<file path="config.mk">
export PLATFORM = sky130hd
export DESIGN_NAME = packet_injector
export DESIGN_NICKNAME = d
export VERILOG_FILES = /design/src/rtl/packet_injector.sv
export SDC_FILE = /design/constraint.sdc
export NUM_CORES = 1
export LEC_CHECK = 0
export ABC_CLOCK_PERIOD_IN_PS = 2500
export BUFFER_PORTS_ARGS = -buffer_cell sky130_fd_sc_hd__clkbuf_2
export CORE_UTILIZATION = 25
export CTS_CLUSTER_SIZE = 30
export DETAILED_ROUTE_END_ITERATION = 7
export SETUP_SLACK_MARGIN = 0.02
export SLEW_MARGIN = 10
export SYNTH_ARGS = -nofsm -noshare
export SYNTH_HDL_FRONTEND = slang
export SYNTH_SLANG_ARGS = --single-unit
</file>
<file path="constraint.sdc">
create_clock -name clk_i -period 2.5 [get_ports clk_i]
set_clock_uncertainty 0.2 [all_clocks]
set_input_delay 0.5 -clock clk_i [delete_from_list [all_inputs] [get_ports clk_i]]
set_output_delay 0.5 -clock clk_i [all_outputs]
set_load 0.005 [all_outputs]
</file>
<file path="src/rtl/packet_injector.sv">
// Local-node packet injector: waits until the router FIFO can take a whole packet,
// emits a hypercube header flit, then passes PACKET_LEN-1 PE payload flits straight through.
module packet_injector #(
    parameter int DATA_WIDTH = 32,
    parameter int PACKET_LEN = 4,
    parameter int DIM        = 3
) (
    input  logic                  clk_i,
    input  logic                  rst_ni,
    input  logic [DIM-1:0]        node_id_i,
    input  logic                  pkt_start_i,
    input  logic [DIM-1:0]        pkt_dest_i,
    output logic                  pkt_busy_o,
    output logic                  pkt_done_o,
    output logic                  pkt_err_o,
    input  logic                  pld_valid_i,
    input  logic [DATA_WIDTH-1:0] pld_data_i,
    output logic                  pld_ready_o,
    input  logic                  fifo_ordy_i,
    output logic                  fifo_wr_en_o,
    output logic [DATA_WIDTH-1:0] fifo_idata_o
);

    localparam int PAD_W = DATA_WIDTH - 2*DIM - 8;
    localparam int CNT_W = (PACKET_LEN > 2) ? $clog2(PACKET_LEN - 1) : 1;
    localparam logic [CNT_W-1:0] LAST_CNT = CNT_W'(PACKET_LEN - 2);

    typedef enum logic [1:0] {
        IDLE,
        WAIT_RDY,
        HEADER,
        PAYLOAD
    } state_e;

    state_e           state_q, state_d;
    logic [DIM-1:0]   dest_q, dest_d;
    logic [7:0]       seq_q, seq_d;
    logic [CNT_W-1:0] flitCnt_q, flitCnt_d;
    logic             done_q, done_d;
    logic             err_q, err_d;

    always_ff @(posedge clk_i or negedge rst_ni) begin
        if (!rst_ni) begin
            state_q   <= IDLE;
            dest_q    <= '0;
            seq_q     <= '0;
            flitCnt_q <= '0;
            done_q    <= 1'b0;
            err_q     <= 1'b0;
        end else begin
            state_q   <= state_d;
            dest_q    <= dest_d;
            seq_q     <= seq_d;
            flitCnt_q <= flitCnt_d;
            done_q    <= done_d;
            err_q     <= err_d;
        end
    end

    always_comb begin
        state_d      = state_q;
        dest_d       = dest_q;
        seq_d        = seq_q;
        flitCnt_d    = flitCnt_q;
        done_d       = 1'b0;
        err_d        = 1'b0;
        pld_ready_o  = 1'b0;
        fifo_wr_en_o = 1'b0;
        fifo_idata_o = '0;

        case (state_q)
            IDLE: begin
                if (pkt_start_i) begin
                    if (pkt_dest_i == node_id_i) begin
                        err_d = 1'b1;
                    end else begin
                        dest_d  = pkt_dest_i;
                        state_d = WAIT_RDY;
                    end
                end
            end

            WAIT_RDY: begin
                if (fifo_ordy_i) begin
                    state_d = HEADER;
                end
            end

            HEADER: begin
                fifo_wr_en_o = 1'b1;
                fifo_idata_o = {dest_q, node_id_i, seq_q, {PAD_W{1'b0}}};
                flitCnt_d    = '0;
                state_d      = PAYLOAD;
            end

            PAYLOAD: begin
                // Space was reserved before the header, so fifo_ordy no longer gates writes.
                pld_ready_o  = 1'b1;
                fifo_wr_en_o = pld_valid_i;
                fifo_idata_o = pld_data_i;
                if (pld_valid_i) begin
                    flitCnt_d = flitCnt_q + CNT_W'(1);
                    if (flitCnt_q == LAST_CNT) begin
                        state_d = IDLE;
                        seq_d   = seq_q + 8'd1;
                        done_d  = 1'b1;
                    end
                end
            end

            default: begin
                state_d = IDLE;
            end
        endcase
    end

    assign pkt_busy_o = (state_q != IDLE);
    assign pkt_done_o = done_q;
    assign pkt_err_o  = err_q;

endmodule

</file>
# == Word level (Yosys, flattened, before mapping) ==
# Index checks and enable logic that the tools add are counted.
# op_classes
n_reduce_logical,7
n_addsub,2
bitwise,1
eq_ne,10
mux,17
# op_table
op,n
32-bit case mux with 2 select lines,1
2-bit two-way mux,6
2-bit != test (second input constant),5
8-bit by 1-bit adder with 8-bit output (second input constant),1
2-bit case mux with 4 select lines,1
1-bit two-way mux,7
2-bit == test (second input constant),3
3-bit AND reduction,2
5-bit AND reduction,1
2-bit case mux with 2 select lines,1
2-bit nonzero test,2
3-bit == test,1
2-bit by 1-bit adder with 2-bit output (second input constant),1
2-bit by 1-bit == test with 1-bit output (second input constant),1
2-bit zero test,1
1-bit case mux with 2 select lines,1
2-bit AND reduction,1
1-bit inverter,1
# word_totals
output_inout_bits,37
input_bits,43
wordCells,43
regBits,17

# == Longest topological paths before layout ==
# Gate-level depths: netlist (run 1).
# depth
depth_word,4
ltp_mapped,7
depth_no_buf,6

# == Least setup slack after synthesis (run 1) ==
# OpenSTA, ideal clock, no wires.
# synth_path
path_kind,reg2out
start,register state_q[0]
end,output fifo_idata_o[18]
arrival_time_ps,1309
path_buffers,2
t_required_ps,1800
path_stages_with_launch,5
setup_slack_ps,491
path_cell_list,dfrtp_1 -> ha_1 -> clkbuf_1 -> clkbuf_1 -> a22o_1
# synth_between
elab_chain_cells,2
word_cells_on_any_way,3
cone_classes,2 x eq/ne; 1 x mux
# synth_lines
item,line,source
from (decl),35,"state_e state_q, state_d;"
from (signal assigned),51,state_q <= state_d;
2-bit == test,71,case (state_q)
32-bit case mux with 2 select lines (*),71,
to (decl),21,output logic [DATA_WIDTH-1:0] fifo_idata_o
# Every way passes the cells marked *; elsewhere a longest branch is shown, timed or not.

# == Final worst setup path (run 1) ==
# Ends and elaborated chain as after synthesis.

==> flow_summary_export.csv, run 1 <==
group,metric,value,unit
synth,muxShareOfSynthArea,6.04,%
clock_tree,cts_made_buffers,3,
critical_path,r2r_cells,5,
detailed_routing,wirelength,2680,um
critical_path,crit_start,"state_q[0]",
floorplan,dieArea,4660,um2
clock_tree,cts_num_sinks,17,
global_route,gr-max-usage-layer,"met2",
clock_tree,clockRootBuffer,"clkbuf_8",
power_and_ir_drop,pwr-share-comb,56.4,%
critical_path,cp.arrival,1510,ps
detailed_routing,first_pass_iters,4,
global_route,grt_first_pass_wirelength,4280,um
global_route,grt_max_degree,21,
global_route,grt_util_met3,2.50,%
critical_path,start_kind,"flip-flop",
global_route,antenna_found_initial,0,
timing,tightest_slew,449,ps
detailed_routing,vias_per_cell,4.64,
floorplan,die_width,68.3,um
timing,hold_violations,0,
synth,synthAdderAreaFrac,6.83,%
floorplan,coreArea,4120,um2
critical_path,rr_startpoint,"state_q[0]",
critical_path,cp-endpoint,"fifo_idata_o[18]",
synth,yosys.area_share.xor_xnor,8.77,%
timing,layout_min_cycle_time,2210,ps
synth,ys_seq_area_share,38.7,%
timing,maxSlewHeadroom,70.0,%
global_route,grtUsageMet1,13.9,%
timing,fmax,452,MHz
timing,setup_viol,0,
timing,fin_crit_sh,88.5,%
critical_path,r2r-end,"seq_q[7]",
synth,ys_seq_elements,17,
cells_and_area,drive_gt1_share,51.9,%
worst_hold_path,hold_path.class,"flip-flop to flip-flop",
clock_tree,htreeDepth,1,
critical_path,path_class,"flip-flop to output pin",
cells_and_area,num_antenna_cells,0,
clock_tree,clkTransAtPathRegs,70,ps
critical_path,path_buf_inv,2,
synth,synthSimpleGateAreaFrac,18.1,%
synth,avgSynthCellArea,10.4,um2
placed_design,io_buffers,79,
power_and_ir_drop,p_per_area,860,nW/um2
critical_path,cp_num_cells,4,
critical_path,path_cells,"ha_2 > buf_4 > a22o_1 > clkbuf_2",
detailed_routing,wl_per_cell,11.4,um
power_and_ir_drop,p_leak,0.898,nW
global_route,grt_util_all_layers,12.3,%
clock_tree,clock_latency,250,ps
critical_path,critPathMaxStageDelay,390,ps
clock_tree,cts_setup_buffers,0,
clock_tree,clock_path_buffers,2,
synth,synthCells,106,
critical_path,cp-end-kind,"output pin",
timing,tns,0,ps
timing,rsz0062_at_grt,"false",
clock_tree,cts_tree,"built",
critical_path,worstPathRequired,1800,ps
floorplan,floorplan.initialDensity,26.7,%
power_and_ir_drop,pwr-share-seq,28.3,%
floorplan,die_y,68.3,um
synth,synth_top_family_by_area,"simple AND/OR/NAND/NOR gates",
detailed_routing,vias,1090,
power_and_ir_drop,ir_worst_vdd,0.000366,V
floorplan,row_count,23,
detailed_routing,drtIter0Drc,15,
power_and_ir_drop,intPower,0.865,mW
power_and_ir_drop,clockPowerShare,15.3,%
synth,ys_types,23,
synth,ys_warn_count,0,
flow_run,maxCapViolations,0,
outcome,status,"completed",
timing,maxSlewViolCount,0,
placed_design,dp_slack,369,ps
detailed_routing,drc,0,
cells_and_area,nNetsFinal,235,
critical_path,path_delay_family,"flip-flops",
synth,synth_nets,155,
synth,netlist_area,1100,um2
placed_design,place_congestion,0.762,
placed_design,hpwl,2180,um
critical_path,cp_slowest_cell,"dfrtp_1",
power_and_ir_drop,switchingPower,0.511,mW
cells_and_area,area_growth,45.6,%
critical_path,path_max_fanout,20,
floorplan,ios,80,
timing,fin_ws,287,ps
critical_path,reg2reg_slack,560,ps
power_and_ir_drop,p_sw_share,37.1,%
global_route,grt_overflow,0,
detailed_routing,ant_nets,0,
global_route,gr-usage-met2,22.4,%
synth,synth_compound_area_share,16.4,%
global_route,grt_pass1_vias,1050,
cells by family after synthesis:
kind of cell,Yosys count
adders and majority gates,6
DFF,17
AOI/OAI and AO/OA,21
and+or+nand+nor,32
muxes,6
xor gates and xnor gates,11
buffers and inverters,13
flip-flops by register name, indices dropped and copies added (netlist names):
name and count:
seq_q 8, dest_q 3, state_q 2, pkt_err_o 1
pkt_done_o 1, flitCnt_q 2
layout make-up:
class | instances | area, um2
clock buffers | 3 | 41.3
clock inverters | 1 | 5.00
fillers | 429 | 2520
inverters | 6 | 22.5
multi-input cells | 76 | 622
flip-flops and latches | 17 | 425
well taps | 50 | 62.6
repair buffers | 82 | 420
cells in the mapped netlist:
master / number / area [um2]
and3_1: 2 / 12.5
a22o_1: 17 / 149
nor3_1: 1 / 5.00
xnor2_1: 5 / 43.8
inv_1: 6 / 22.5
clkbuf_1: 6 / 22.5
nor2_1: 2 / 7.51
o31ai_1: 1 / 7.51
and4_4: 1 / 11.3
nand3_2: 2 / 20.0
ha_1: 6 / 75.1
nor4_1: 1 / 6.26
dfrtp_1: 17 / 425
xor2_1: 6 / 52.6
a21o_2: 1 / 8.76
and2_1: 18 / 113
mux2_2: 5 / 56.3
buf_6: 1 / 11.3
o32a_1: 1 / 10.0
nand4_1: 2 / 12.5
mux2i_1: 1 / 10.0
nand2_1: 3 / 11.3
a21oi_1: 1 / 5.00
repair_timing:
item	CTS	global route
hold endpoints to repair	17	0
setup endpoints to repair	0	26
resized for setup	0	2
hold buffers	1	0
worst register-to-register path: stages, from the launching register on:
cell and delay, ps:
dfrtp_1 390, ha_2 360, and3_1 360, and4_4 300
nand3_2 80, xnor2_1 130
routing by layer:
| layer | vias to the layer above | share of wire, % |
|---|---|---|
| met2 | 65 | 46 |
| met1 | 487 | 43 |
| met4 | 0 | 1.4 |
| li1 | 534 | - |
| met5 | - | 0 |
| met3 | 4 | 9.0 |
power by group through the flow:
stage | logic [mW] | clock network, mW | registers (mW)
2_1_floorplan | 0.475 | 0 | 0.384
3_3_place_gp | 0.777 | 0 | 0.394
3_5_place_dp | 0.779 | 0 | 0.396
4_1_cts | 0.784 | 0.215 | 0.391
5_1_grt | 0.867 | 0.228 | 0.401
6_report | 0.776 | 0.211 | 0.389
stage by stage:
step                      hold slack (ps)  instances  total power, mW  util [%]  instance area (um2)
after floorplan                      4.41        106            0.859         -                 1100
after global placement                263        230             1.17      37.4                 1540
after detailed placement              271        230             1.18      37.4                 1540
after CTS                             292        235             1.39      38.7                 1590
after global routing                  293        235             1.50      38.9                 1600
final                                 292        235             1.38      38.9                 1600
worst min path at each step:
stage / end / from / slack [ps] / cells after the start
2_1_floorplan: dest_q[0] / rst_ni / 4 / 0
3_3_place_gp: seq_q[7] / seq_q[7] / 260 / 1
3_5_place_dp: dest_q[0] / rst_ni / 270 / 1
4_1_cts: pkt_err_o / pkt_start_i / 290 / 3
5_1_grt: pkt_err_o / pkt_start_i / 290 / 3
6_report: seq_q[7] / seq_q[7] / 290 / 1
cell usage in the layout (no fill, tap or decap), drive strengths merged, types with 2 or more instances in the layout:
cell / count
clkbuf: 82
and2: 18
a22o: 17
dfrtp: 17
inv: 6
xor2: 6
ha: 6
mux2: 5
xnor2: 5
nand2: 3
and3: 2
nor2: 2
nand3: 2
nand4: 2
buf: 2
Power figures use the tool's default switching activity.
==> inputs of run 2 (changes only) <==
CORE_ASPECT_RATIO = 1.5   (was unset)
==> run 2 against run 1 <==
  * Core utilization shrank 0.81 points
  * Setup slack lost 30 ps
  * Maximum frequency shrank 1.3%
  * Critical path type unchanged
  * Critical endpoint is now fifo_idata_o[0]
  * Largest cell class unchanged
  * Highest routed layer unchanged
==> flow_summary_export.csv, run 2 (synthesis results as in run 1) <==
group,metric,value,unit
outcome,status,"completed",
cells_and_area,area_growth,45.8,%
global_route,grt_util_all_layers,12.3,%
critical_path,rr_startpoint,"state_q[1]",
timing,rsz0062_at_grt,"false",
cells_and_area,largest_register,"seq_q",
global_route,grtUsageMet1,14.4,%
critical_path,path_class,"flip-flop to output pin",
clock_tree,clock_latency,250,ps
cells_and_area,final_common_cell,"clkbuf_2",
floorplan,die_y,83.2,um
placed_design,io_buffers,79,
placed_design,place_congestion,0.718,
timing,maxSlewViolCount,0,
clock_tree,cts_made_buffers,3,
power_and_ir_drop,ir_worst_vdd,0.000412,V
global_route,gr-usage-met2,22.1,%
floorplan,dieArea,4670,um2
clock_tree,clock_path_buffers,2,
power_and_ir_drop,p_leak,0.903,nW
cells_and_area,largest_reg_flops,8,
timing,layout_min_cycle_time,2240,ps
detailed_routing,drc,0,
worst_hold_path,hp-start,"seq_q[5]",
cells_and_area,fillerInstances,450,
detailed_routing,drtIter0Drc,38,
global_route,antenna_found_initial,0,
floorplan,floorplan.initialDensity,26.1,%
flow_run,maxCapViolations,0,
timing,hold_violations,0,
power_and_ir_drop,p_per_area,872,nW/um2
detailed_routing,first_pass_iters,2,
worst_hold_path,hold_path.class,"flip-flop to flip-flop",
floorplan,ios,80,
clock_tree,clkTransAtPathRegs,70,ps
critical_path,r2r-end,"seq_q[5]",
global_route,grt_pass1_vias,1056,
clock_tree,htreeDepth,1,
placed_design,dp_slack,334,ps
critical_path,r2r_cells,5,
cells_and_area,drive_gt1_share,52.2,%
floorplan,coreArea,4210,um2
critical_path,cp-end-kind,"output pin",
worst_hold_path,min_to,"seq_q[5]",
timing,maxSlewHeadroom,69.9,%
global_route,grt_first_pass_wirelength,4620,um
global_route,grt_overflow,0,
detailed_routing,wirelength,2770,um
worst_hold_path,hold_depth,1,
timing,fmax,446,MHz
timing,tns,0,ps
cells_and_area,layout_common_cells,"clkbuf_2 (79), and2_1 (18), a22o_1 (17), dfrtp_1 (17)",
floorplan,row_count,29,
critical_path,critPathMaxStageDelay,420,ps
clock_tree,cts_num_sinks,17,
critical_path,path_cells,"ha_2 > buf_4 > and2_1 > clkbuf_2",
global_route,grt_util_met3,2.02,%
cells_and_area,num_antenna_cells,0,
critical_path,cp_slowest_cell,"dfrtp_1",
critical_path,path_max_fanout,15,
timing,tightest_slew,451,ps
detailed_routing,wl_per_cell,11.9,um
critical_path,worstPathRequired,1800,ps
placed_design,hpwl,2170,um
critical_path,start_kind,"flip-flop",
clock_tree,cts_tree,"built",
critical_path,cp.arrival,1540,ps
cells_and_area,nNetsFinal,236,
detailed_routing,vias_per_cell,4.58,
timing,setup_viol,0,
cells_and_area,largestRegisters,"seq_q: 8 flops, dest_q: 3 flops",
clock_tree,clockRootBuffer,"clkbuf_8",
global_route,gr-max-usage-layer,"met2",
detailed_routing,ant_nets,0,
floorplan,die_width,56.1,um
timing,fin_crit_sh,89.7,%
global_route,grt_max_degree,18,
detailed_routing,vias,1063,
critical_path,reg2reg_slack,520,ps
timing,fin_ws,257,ps
[run 2: cell count changes in the layout (fill, tap and decap cells not counted)]
cell,previous run,this run
buf_4,2,3
[run 2: per-stage QoR]
step           total power, mW  std cells  utilization, %  instance area (um2)  hold WS [ps]
6_report                  1.40        232            38.0                 1600           299
3_3_place_gp              1.19        227            36.6                 1540           260
3_5_place_dp              1.20        227            36.6                 1540           267
4_1_cts                   1.42        232            37.9                 1600           292
5_1_grt                   1.52        232            38.0                 1600           300
2_1_floorplan            0.859        106               -                 1100          4.41
[run 2: what timing repair did]
action	in CTS	in global routing
hold endpoints to repair	17	0
gates resized for setup	0	2
setup buffers	0	0
endpoints found under the setup margin	0	25
hold buffers	1	0
[run 2: metal layers]
layer | share of wire (%) | up-vias
met5 | 0 | -
met4 | 0.69 | 0
met3 | 5.9 | 2
met2 | 50 | 47
met1 | 43 | 483
li1 | - | 531
[run 2: area by class of cell]
cell class	count	area (um2)	area share, %
clock inverter	1	5.00	0.312
timing repair buffer	83	428	26.7
clock buffer	3	41.3	2.58
sequential	17	425	26.6
multi-input combinational	76	622	38.8
inverter	6	22.5	1.41
tap	46	57.6	3.59
[run 2: how the worst max path moves through the flow]
stage	from	endpoint	slack, ps
floorplan	state_q[0]	fifo_idata_o[18]	490
global placement	state_q[1]	seq_q[7]	390
detailed placement	state_q[1]	fifo_idata_o[0]	330
CTS	state_q[1]	fifo_idata_o[0]	50
global route	state_q[1]	fifo_idata_o[7]	130
finish	state_q[1]	fifo_idata_o[0]	260
[run 2: power by group]
part           switching (mW)  total, mW  internal, mW
Combinational           0.370      0.793         0.423
Sequential             0.0547      0.395         0.340
Clock                  0.0982      0.209         0.111
[run 2: worst max-delay path: cells and delay by family (launching register included)]
kind / cells / cell delay [ps]
fa+ha+maj: 1 / 370
simple gates: 1 / 150
flops: 1 / 420
buf+inv: 2 / 340
==> inputs of run 3 (changes only) <==
CORE_ASPECT_RATIO = 1.25   (was 1.5)
==> run 3 against run 2 <==
  * Final cell count grew 3.9%
  * Final area about the same
  * Sequential power shrank 1%
  * Register-to-register slack hardly changed
  * Count of clock-buffer cells in the layout is 1 higher
  * Clock power down 2%
  * Wire length down 5.8%
  * Maximum frequency up 2.3%
  * Die area is essentially flat
  * Critical path depth is the same
  * Via count increased by 1.0%
  * Largest cell class unchanged
==> flow_summary_export.csv, run 3 (synthesis results as in run 1) <==
group,metric,value,unit
outcome,status,"completed",
placed_design,hpwl,2140,um
timing,setup_viol,0,
power_and_ir_drop,ir_worst_vdd,0.000305,V
power_and_ir_drop,p_per_area,854,nW/um2
floorplan,die_y,76.1,um
global_route,grt_overflow,0,
timing,fin_crit_sh,87.7,%
power_and_ir_drop,pwr-share-seq,28.6,%
floorplan,row_count,26,
floorplan,floorplan.initialDensity,26.4,%
clock_tree,clockRootBuffer,"clkbuf_8",
critical_path,critPathMaxStageDelay,410,ps
detailed_routing,vias,1074,
cells_and_area,final_core_util,38.5,%
power_and_ir_drop,intPower,0.860,mW
cells_and_area,nNetsFinal,235,
clock_tree,clock_latency,250,ps
cells_and_area,drive_gt1_share,50.8,%
clock_tree,clkTransAtPathRegs,70,ps
global_route,grt_max_degree,28,
power_and_ir_drop,p_sw_share,37.1,%
cells_and_area,num_antenna_cells,0,
cells_and_area,largest_reg_flops,8,
placed_design,io_buffers,79,
floorplan,ios,80,
global_route,grt_first_pass_wirelength,4200,um
critical_path,cp_slowest_cell,"dfrtp_1",
placed_design,place_congestion,0.760,
worst_hold_path,hold_path.class,"flip-flop to flip-flop",
cells_and_area,layout_common_cells,"clkbuf_2 (79), and2_1 (18), a22o_1 (17), dfrtp_1 (17)",
global_route,antenna_found_initial,0,
detailed_routing,wl_per_cell,10.8,um
detailed_routing,wirelength,2610,um
timing,tightest_slew,416,ps
critical_path,start_kind,"flip-flop",
timing,maxSlewHeadroom,72.3,%
timing,hold_violations,0,
global_route,grt_pass1_vias,974,
clock_tree,htreeDepth,1,
critical_path,path_cells,"inv_1 > ha_2 > a22o_1 > clkbuf_2",
timing,maxSlewViolCount,0,
detailed_routing,drc,0,
detailed_routing,first_pass_iters,4,
clock_tree,cts_num_sinks,17,
cells_and_area,largestRegisters,"seq_q: 8 flops, dest_q: 3 flops",
critical_path,path_class,"flip-flop to output pin",
power_and_ir_drop,clockPowerShare,14.9,%
cells_and_area,fillerInstances,435,
timing,tns,0,ps
timing,rsz0062_at_grt,"false",
flow_run,maxCapViolations,0,
clock_tree,cts_setup_buffers,0,
power_and_ir_drop,switchingPower,0.508,mW
floorplan,coreArea,4160,um2
timing,layout_min_cycle_time,2190,ps
global_route,grt_util_all_layers,11.8,%
power_and_ir_drop,pwr-share-comb,56.5,%
detailed_routing,drtIter0Drc,17,
timing,fmax,456,MHz
clock_tree,cts_made_buffers,3,
floorplan,die_width,61.3,um
critical_path,cp.arrival,1490,ps
detailed_routing,ant_nets,0,
detailed_routing,vias_per_cell,4.46,
critical_path,cp-end-kind,"output pin",
critical_path,worstPathRequired,1800,ps
floorplan,dieArea,4670,um2
cells_and_area,largest_register,"seq_q",
cells_and_area,area_growth,45.9,%
power_and_ir_drop,p_leak,0.897,nW
clock_tree,cts_tree,"built",
clock_tree,clock_path_buffers,2,
cells_and_area,final_common_cell,"clkbuf_2",
critical_path,path_max_fanout,17,
[run 3: cell count changes in the layout (fill, tap and decap cells not counted)]
| cell | delta |
|---|---|
| clkbuf_1 | +1 |
| ha_1 | +1 |
| buf_4 | -1 |
| ha_2 | -1 |
| clkinv_2 | -1 |
[run 3: worst paths after layout]
check | from | end | slack, ps | cells past startpoint
setup / recovery | state_q[0] | fifo_idata_o[18] | 310 | 4
hold / removal | seq_q[7] | seq_q[7] | 290 | 1
setup reg to reg | state_q[1] | seq_q[5] | 530 | 6
hold reg to reg | seq_q[7] | seq_q[7] | 290 | 1
max in group asynchronous | rst_ni | pkt_done_o | 1300 | 2
min in group asynchronous | rst_ni | seq_q[6] | 510 | 2
[run 3: what timing repair did]
| action | 4_1_cts | 5_1_grt |
|---|---|---|
| gates resized for setup | 0 | 1 |
| hold buffers | 1 | 0 |
| endpoints found under the hold margin | 17 | 0 |
| setup endpoints to repair | 0 | 12 |
[run 3: cell type report]
cell class,count,area [um2],share of cell area [%]
sequential,17,425,26.5
tap,56,70.1,4.37
inverter,6,22.5,1.41
multi-input combinational,76,619,38.6
clock buffer,4,45.0,2.81
timing repair buffer,82,420,26.2
[run 3: routing by layer]
| layer | track usage, % | share of wire (%) | vias to the layer above |
|---|---|---|---|
| met1 | 13.5 | 42 | 487 |
| met2 | 20.2 | 49 | 51 |
| met3 | 3.23 | 7.4 | 4 |
| met4 | 3.86 | 1.2 | 0 |
| met5 | 0 | 0 | - |
| li1 | - | - | 532 |
[run 3: power groups by stage]
stage	logic, mW	clock network [mW]	registers [mW]
after floorplan	0.475	0	0.384
after global placement	0.776	0	0.394
after detailed placement	0.780	0	0.398
after CTS	0.783	0.206	0.393
after global routing	0.882	0.220	0.404
final	0.772	0.204	0.391
[run 3: critical path, delay by kind of cell, from the launching register on]
kind                       cells  cell delay (ps)
DFF                            1              410
adders and majority gates      1              400
buffers and inverters          2              220
AOI/OAI and AO/OA              1              220
[run 3: through the flow]
step,hold WS (ps),power (mW),cell area [um2],setup WS [ps],std cells
after floorplan,4.41,0.859,1100,491,106
after global placement,258,1.17,1550,393,236
after detailed placement,260,1.18,1550,361,236
after CTS,286,1.38,1600,82.3,241
after global routing,303,1.51,1600,196,241
final,288,1.37,1600,307,241
